--- src/rtl/la_readout_pkg.sv ---
// Shared types and constants for the logic analyzer readout sequencer.
package la_readout_pkg;

  typedef enum logic [2:0] {
    ST_IDLE  = 3'd0,
    ST_FETCH = 3'd1,
    ST_WAIT  = 3'd2,
    ST_LOAD  = 3'd3,
    ST_EMIT  = 3'd4
  } rd_state_e;

  localparam logic [3:0]  LA_STATE_CAPTURED = 4'd4;
  localparam int unsigned WORD_WIDTH        = 16;
  localparam int unsigned BRAM_READ_LATENCY = 2;

  function automatic int unsigned words_for(input int unsigned width);
    return (width + WORD_WIDTH - 1) / WORD_WIDTH;
  endfunction

endpackage

--- src/rtl/la_word_serializer.sv ---
// Splits one BRAM sample into WORD_WIDTH-bit stream words, LSW first,
// and flags completion of the word group on its final handshake.
module la_word_serializer
  import la_readout_pkg::*;
#(
  parameter  int unsigned SAMPLE_WIDTH = 32,
  localparam int unsigned WORDS        = words_for(SAMPLE_WIDTH)
) (
  input  logic                    clk,
  input  logic                    rst,
  input  logic                    load,
  input  logic                    emit,
  input  logic [SAMPLE_WIDTH-1:0] rdata,
  output logic [WORD_WIDTH-1:0]   out_data,
  output logic                    out_valid,
  input  logic                    out_ready,
  output logic                    word_last,
  output logic                    group_done
);

  localparam int unsigned SHW  = WORDS * WORD_WIDTH;
  localparam int unsigned IDXW = (WORDS > 1) ? $clog2(WORDS) : 1;

  logic [SHW-1:0]  shreg;
  logic [IDXW-1:0] word_idx;
  logic            hs;

  assign out_valid  = emit;
  assign out_data   = shreg[WORD_WIDTH-1:0];
  assign hs         = emit & out_ready;
  assign word_last  = (word_idx == IDXW'(WORDS - 1));
  assign group_done = hs & word_last;

  always_ff @(posedge clk or posedge rst) begin
    if (rst) begin
      shreg    <= '0;
      word_idx <= '0;
    end else if (load) begin
      shreg    <= SHW'(rdata);
      word_idx <= '0;
    end else if (hs) begin
      shreg    <= shreg >> WORD_WIDTH;
      word_idx <= word_idx + 1'b1;
    end
  end

endmodule

--- src/rtl/logic_analyzer_readout_sequencer.sv ---
// Reads all captured samples out of the sample BRAM oldest-first and streams them
// as 16-bit words. Optional stall timeout: define LA_READOUT_TIMEOUT_EN.
module logic_analyzer_readout_sequencer
  import la_readout_pkg::*;
#(
  parameter  int unsigned SAMPLE_DEPTH   = 4096,
  parameter  int unsigned SAMPLE_WIDTH   = 32,
  parameter  int unsigned TIMEOUT_CYCLES = 65535,
  localparam int unsigned ADDR_WIDTH     = $clog2(SAMPLE_DEPTH)
) (
  input  logic                    clk,
  input  logic                    rst,
  input  logic [3:0]              la_state,
  input  logic [ADDR_WIDTH-1:0]   start_ptr,
  input  logic                    start,
  input  logic                    abort,
  output logic [ADDR_WIDTH-1:0]   bram_addr,
  output logic                    bram_rd_en,
  input  logic [SAMPLE_WIDTH-1:0] bram_rdata,
  output logic [15:0]             out_data,
  output logic                    out_valid,
  input  logic                    out_ready,
  output logic                    out_last,
  output logic                    busy,
  output logic                    done,
  output logic                    error
);

  localparam logic [ADDR_WIDTH:0] DEPTH_EXT = (ADDR_WIDTH + 1)'(SAMPLE_DEPTH);

  rd_state_e             state;
  logic                  start_low_q;
  logic                  start_edge;
  logic [ADDR_WIDTH-1:0] base;
  logic [ADDR_WIDTH-1:0] sample_idx;
  logic [ADDR_WIDTH:0]   addr_sum;
  logic                  load;
  logic                  emit;
  logic                  word_last;
  logic                  group_done;
  logic                  last_sample;
  logic                  timeout_hit;

  // Register holds "start was low last cycle" so a start held high through
  // reset release never looks like a rising edge.
  assign start_edge = start & start_low_q;

  assign load        = (state == ST_LOAD);
  assign emit        = (state == ST_EMIT);
  assign bram_rd_en  = (state == ST_FETCH);
  assign busy        = (state != ST_IDLE);
  assign last_sample = (sample_idx == ADDR_WIDTH'(SAMPLE_DEPTH - 1));
  assign out_last    = emit & word_last & last_sample;

  // Compare-subtract wrap keeps non-power-of-2 depths correct.
  always_comb begin
    addr_sum = {1'b0, base} + {1'b0, sample_idx};
    if (addr_sum >= DEPTH_EXT) addr_sum = addr_sum - DEPTH_EXT;
    bram_addr = addr_sum[ADDR_WIDTH-1:0];
  end

`ifdef LA_READOUT_TIMEOUT_EN
  localparam int unsigned STALL_W = $clog2(TIMEOUT_CYCLES + 1);

  logic [STALL_W-1:0] stall_cnt;
  logic               stalled;

  assign stalled     = emit & ~out_ready;
  assign timeout_hit = stalled & (stall_cnt == STALL_W'(TIMEOUT_CYCLES - 1));

  always_ff @(posedge clk or posedge rst) begin
    if (rst)                               stall_cnt <= '0;
    else if (!stalled || abort || timeout_hit) stall_cnt <= '0;
    else                                   stall_cnt <= stall_cnt + 1'b1;
  end
`else
  logic unused_timeout;
  assign timeout_hit    = 1'b0;
  assign unused_timeout = ^TIMEOUT_CYCLES;
`endif

  always_ff @(posedge clk or posedge rst) begin
    if (rst) begin
      state       <= ST_IDLE;
      start_low_q <= 1'b0;
      base        <= '0;
      sample_idx  <= '0;
      done        <= 1'b0;
      error       <= 1'b0;
    end else begin
      start_low_q <= ~start;
      done        <= 1'b0;
      error       <= 1'b0;
      if (abort) begin
        state <= ST_IDLE;
      end else begin
        unique case (state)
          ST_IDLE: begin
            if (start_edge) begin
              if (la_state == LA_STATE_CAPTURED) begin
                base       <= start_ptr;
                sample_idx <= '0;
                state      <= ST_FETCH;
              end else begin
                error <= 1'b1;
              end
            end
          end
          ST_FETCH: state <= ST_WAIT;
          ST_WAIT:  state <= ST_LOAD;
          ST_LOAD:  state <= ST_EMIT;
          ST_EMIT: begin
            if (timeout_hit) begin
              state <= ST_IDLE;
              error <= 1'b1;
            end else if (group_done) begin
              if (last_sample) begin
                state <= ST_IDLE;
                done  <= 1'b1;
              end else begin
                sample_idx <= sample_idx + 1'b1;
                state      <= ST_FETCH;
              end
            end
          end
          default: state <= ST_IDLE;
        endcase
      end
    end
  end

  la_word_serializer #(
    .SAMPLE_WIDTH(SAMPLE_WIDTH)
  ) u_serializer (
    .clk       (clk),
    .rst       (rst),
    .load      (load),
    .emit      (emit),
    .rdata     (bram_rdata),
    .out_data  (out_data),
    .out_valid (out_valid),
    .out_ready (out_ready),
    .word_last (word_last),
    .group_done(group_done)
  );

endmodule

--- config.mk ---
export PLATFORM = sky130hd
export DESIGN_NAME = logic_analyzer_readout_sequencer
export DESIGN_NICKNAME = d
export VERILOG_FILES = /design/src/rtl/la_readout_pkg.sv /design/src/rtl/la_word_serializer.sv /design/src/rtl/logic_analyzer_readout_sequencer.sv
export SDC_FILE = /design/constraint.sdc
export NUM_CORES = 1
export LEC_CHECK = 0
export BUFFER_PORTS_ARGS = -buffer_cell sky130_fd_sc_hd__buf_2
export CORE_MARGIN = 2
export CORE_UTILIZATION = 40
export DETAILED_ROUTE_END_ITERATION = 7
export GPL_TIMING_DRIVEN = 0
export MAX_ROUTING_LAYER = met4
export PLACE_DENSITY = 0.69
export RECOVER_POWER = 25
export SLEW_MARGIN = 10
export SYNTH_ARGS = -nofsm -noshare
export SYNTH_HDL_FRONTEND = slang
export SYNTH_SLANG_ARGS = --single-unit
--- constraint.sdc ---
create_clock -name clk -period 1.9 [get_ports clk]
set_input_delay 0.19 -clock clk [delete_from_list [all_inputs] [get_ports clk]]
set_output_delay 0.19 -clock clk [all_outputs]
set_load 0.1 [all_outputs]
== After elaboration in Yosys (flattened, before gate mapping) ==
Cells that the tools add are included.

* Register bits after elaboration: 63
* Word-level logic and storage cells: 64

* Magnitude comparators: 1
* Reductions and logical operators: 7
* Multiplexer cells: 24
* Bitwise logic cells: 7
* Equal/unequal tests: 13
* $add $sub $neg: 4

{| class="wikitable"
|+ Operator list
! kind !! count
|-
| 32-bit two-way mux || 2
|-
| 12-bit two-way mux || 5
|-
| 12-bit one-hot mux with 2 select lines || 1
|-
| 3-bit one-hot mux with 5 select lines || 1
|-
| 12-bit by 12-bit adder with 13-bit output || 1
|-
| 13-bit greater-or-equal comparator (second input constant) || 1
|-
| 12-bit by 1-bit adder with 12-bit output (second input constant) || 1
|-
| 12-bit == test (second input constant) || 1
|-
| 3-bit two-way mux || 4
|-
| 12-bit by 1-bit subtractor with 12-bit output (second input constant) || 1
|-
| 1-bit two-way mux || 11
|-
| 3-bit by 2-bit == test with 1-bit output (second input constant) || 2
|-
| 2-bit != test (second input constant) || 3
|-
| 3-bit != test (second input constant) || 2
|-
| 6-bit AND reduction || 1
|-
| 1-bit AND || 5
|-
| 4-bit by 3-bit == test with 1-bit output (second input constant) || 1
|-
| 4-bit AND reduction || 1
|-
| 2-bit nonzero test || 2
|-
| 3-bit by 1-bit == test with 1-bit output (second input constant) || 1
|-
| 3-bit == test (second input constant) || 1
|-
| 3-bit logical NOT || 1
|-
| 3-bit by 2-bit != test with 1-bit output (second input constant) || 1
|-
| 3-bit AND reduction || 1
|-
| 4 further kinds || 5
|}

== Depth between registers and ports, before layout ==
* Depth after elaboration: 6
* Gate-level depth with buffers: 7
* Gate-level depth less buffers: 7

== Hierarchy ==
A second synthesis with hierarchy kept.

* Cell total of the unflattened synthesis: 386
* Area total of the unflattened synthesis: 3915.0 um^2

{| class="wikitable"
|+ Modules (own cells, without submodules)
! module !! area each (um^2) !! cells an instance !! instances
|-
| logic_analyzer_readout_sequencer || 2009.4 || 202 || 1
|-
| la_word_serializer || 1905.6 || 184 || 1
|}

== Worst setup path before layout ==
No wires, ideal clock.

* Path type: register -> output
* Start: register sample_idx[0]
* End: output port bram_addr[10]
* Arrival time: 5136 ps
* Cell stages (with the launch flop): 8
* Buffers on the path: 0
* Data required time: 1710 ps
* Path slack: -3426 ps
* Path through: dfrtp_1 ha_1 fa_1 a21oi_1 nor2b_1 o31ai_1 a21oi_1 o311ai_0

* Longest elaborated chain between the ends: 3

{| class="wikitable"
|+ RTL lines
! item !! RTL line !! source
|-
| start: declaration || logic_analyzer_readout_sequencer.sv:35 || <nowiki>logic [ADDR_WIDTH-1:0] sample_idx;</nowiki>
|-
| start signal: assignment || logic_analyzer_readout_sequencer.sv:121 || <nowiki>sample_idx <= sample_idx + 1'b1;</nowiki>
|-
| 12-bit by 12-bit adder with 13-bit output (*) || logic_analyzer_readout_sequencer.sv:57 || <nowiki>addr_sum = {1'b0, base} + {1'b0, sample_idx};</nowiki>
|-
| 12-bit by 1-bit subtractor with 12-bit output / 13-bit greater-or-equal comparator (equally long branches) || logic_analyzer_readout_sequencer.sv:58 || <nowiki>if (addr_sum >= DEPTH_EXT) addr_sum = addr_sum - DEPTH_EXT;</nowiki>
|-
| 12-bit two-way mux (*) || logic_analyzer_readout_sequencer.sv:58 ||
|-
| end: declaration || logic_analyzer_readout_sequencer.sv:17 || <nowiki>output logic [ADDR_WIDTH-1:0] bram_addr,</nowiki>
|}

Every way passes the cells marked *; elsewhere a longest branch is shown, timed or not.

== Final worst setup path ==
Same ends and word-level chain as after synthesis.

==> results.yml <==
worst_setup_path:
  critPathKind: "flop to primary output"
  crit_slowest_cell: "fa_2"
  crit_required_ns: 1.71
  crit_arrival_ns: 2.53
  cp_max_fo: 3
  start_kind: "flop"
  cp-end-kind: "primary output"
  max_stage_delay_ns: 0.44
  crit_path_cell_trace: "ha_4 > fa_2 > a21oi_4 > nor2b_4 > o31ai_4 > buf_4 > a211o_1 > o311ai_4 > buf_12"
routing:
  num_vias: 3069
  wl_per_cell_um: 15.1
  routed_via_density: 5.15
  routed_wirelength_um: 9000
  antenna_left: 0
  drt_iter0_markers: 150
  drc: 0
  first_pass_iters: 5
synth:
  syn_area_um2: 3440
  yosys-top-cells-count: "dfrtp_1, nand2_1, o21ai_0"
  yosysTopAreaCell: "dfrtp_1"
  yosysSeqAreaShare_pct: 45.8
  yosys.area.top_type_share_pct: 45.8
  yosys-top-cells-area: "dfrtp_1, nand2_1, mux2i_1"
  synth_ff_type: "dfrtp_1"
  synthCells: 353
  avgSynthCellArea_um2: 9.76
  synth.most_common_cell: "dfrtp_1"
  async_flop_share_pct: 100
  synth_cell_types: 51
  synth_seq_cells: 63
  ys_warn_count: 0
  synth_nets: 419
  synth_edf_count: 0
pwr:
  power_density_nw_per_um2: 761
  vdd_drop_max_mv: 0.440
  leakage_nw: 2.63
clock_tree:
  clockRootBuffer: "clkbuf_8"
  cts_sinks: 63
  numCtsBuffers: 9
  clk_transition_reported_paths_ns: 0.08
  cts_max_path_buffers: 2
  cts_tree: "done"
  clock_latency_ns: 0.34
  cts_htree_levels: 3
floorplan:
  die_x_um: 96.8
  rows: 33
  die-area_um2: 9370
  core-area_um2: 8300
  boundaryPins: 87
  initial_core_util_pct: 41.5
  die_h_um: 96.8
flow_run:
  cap_viol_max_count: 0
placed_design:
  dp_hpwl_um: 5690
  place.port_buffers: 86
  place_area_um2: 4260
  dp.cells: 544
  post-place-ws_ns: -0.821
  place.gp.congestion: 0.801
sta:
  worst_slew_pin_slew_ns: 1.33
  period_share_pct: 143
  final.min_clock_period_ns: 2.72
  clock.fmax_mhz: 368
  slew_violations: 0
  setup_ws_ns: -0.817
  finalHoldViolCount: 0
  finClkSkew_ns: 0.00919
  slew_headroom_pct: 10.9
  grt_setup_unrepaired: "true"
  setup_viol: 23
layout:
  final_area_um2: 5240
  area_growth_syn_to_layout_pct: 52.0
  nNetsFinal: 552
  drive_above_1_share_pct: 48.3
  fin_cells: 596
  antennaDiodeCount: 0
  utilization_pct: 63.1
global_route:
  grt.total_usage_pct: 19.5
  grt_pass1_wl_um: 14700
  grt_max_degree: 64
  grt_overflow: 0
  antenna_found_initial: 0
  first_global_vias: 3020
outcome:
  status: "complete, but fails checks"
  violations: "negative setup slack"
worst_hold_path:
  hold_class: "input pin to flop"
placed cells by master, fill, tap and decap left out, types with 3 or more instances in the layout:
cell	count
a21oi_4	4
and3_1	4
nand2b_1	3
nand2_1	58
buf_2	77
ha_4	6
clkbuf_8	11
a21oi_1	8
o21ai_0	24
inv_1	3
dfrtp_1	53
xnor2_4	5
nor2_4	3
nor2_1	10
ha_2	3
mux2_2	13
buf_4	44
nand4_1	4
dfrtp_2	10
or3_1	3
nor3_1	4
buf_6	11
mux2i_1	17
ha_1	3
clkbuf_1	8
o21ai_1	7
xor2_4	3
nand3_1	21
bufinv_16	3
buf_12	11
worst paths after layout:
kind | start | endpoint | slack (ns) | depth (start not counted)
max | sample_idx[0] | bram_addr[10] | -0.82 | 9
min | bram_rdata[27] | u_serializer.shreg[27] | 0.04 | 3
max reg2reg | sample_idx[0] | sample_idx[3] | -0.11 | 10
min reg2reg | u_serializer.shreg[21] | u_serializer.shreg[21] | 0.50 | 2
max in group asynchronous | rst | sample_idx[8] | 0.77 | 2
min in group asynchronous | rst | base[1] | 0.23 | 2
through the flow:
| step | power (mW) | hold slack, ns | setup TNS [ns] |
|---|---|---|---|
| 6_report | 3.98 | 0.0372 | -6.21 |
| 5_1_grt | 4.14 | 0.0306 | -8.04 |
| 4_1_cts | 3.95 | 0.0246 | -5.14 |
| 3_5_place_dp | 2.33 | 0.360 | -7.20 |
| 3_3_place_gp | 2.32 | 0.356 | -50.99 |
| 2_1_floorplan | 2.18 | 0.249 | -3.58 |
state kept, by name (all words and copies together), names as in the netlist:
signal and cells:
done 1, start_low_q 1, state 3, error 1, u_serializer.shreg 32, sample_idx 12
base 12, u_serializer.word_last 1
worst max-delay path, delay by kind of cell, from the launching register on:
kind            cells  cell delay [ns]
fa+ha+maj           2             0.62
simple gates        1             0.07
flops               1             0.42
buf+inv             2             0.38
compound gates      4             0.70
area by class of cell:
cell class                 instances  area [µm²]
fill                             680        3060
multi-input combinational        253        2130
sequential                        63        1590
timing repair buffer             122         910
buffer                            31         194
clock buffer                      11         151
tap                              105         131
clock inverter                     5         104
inverter                           6        26.3
cells by family after synthesis:
logic type	after synthesis	share of synthesized area, %
and+or+nand+nor	134	19.8
AOI/OAI and AO/OA	64	11.0
DFF	63	45.8
buffers and inverters	37	6.28
muxes	30	9.19
adders and majority gates	13	4.94
xor gates and xnor gates	12	3.05
per-layer routing:
metal	share of wire, %	GRT usage, %	up-vias
li1	-	-	1497
met1	44	25.3	1453
met2	50	31.1	102
met3	4.6	3.47	17
met4	1.6	6.83	0
met5	0	-	-
power breakdown:
part,switching [mW],leakage [nW],total (mW),internal (mW)
combinational,0.647,1.65,1.04,0.392
sequential,0.0488,0.849,1.46,1.41
clock,0.542,0.130,1.49,0.944
repair_timing:
action	in CTS	in global routing
hold buffers	1	0
pin swaps	14	21
setup endpoints to repair	36	33
gates cloned	1	0
setup buffers	15	19
resized for setup	81	34
endpoints found under the hold margin	1	0
Power figures use the tool's default switching activity.
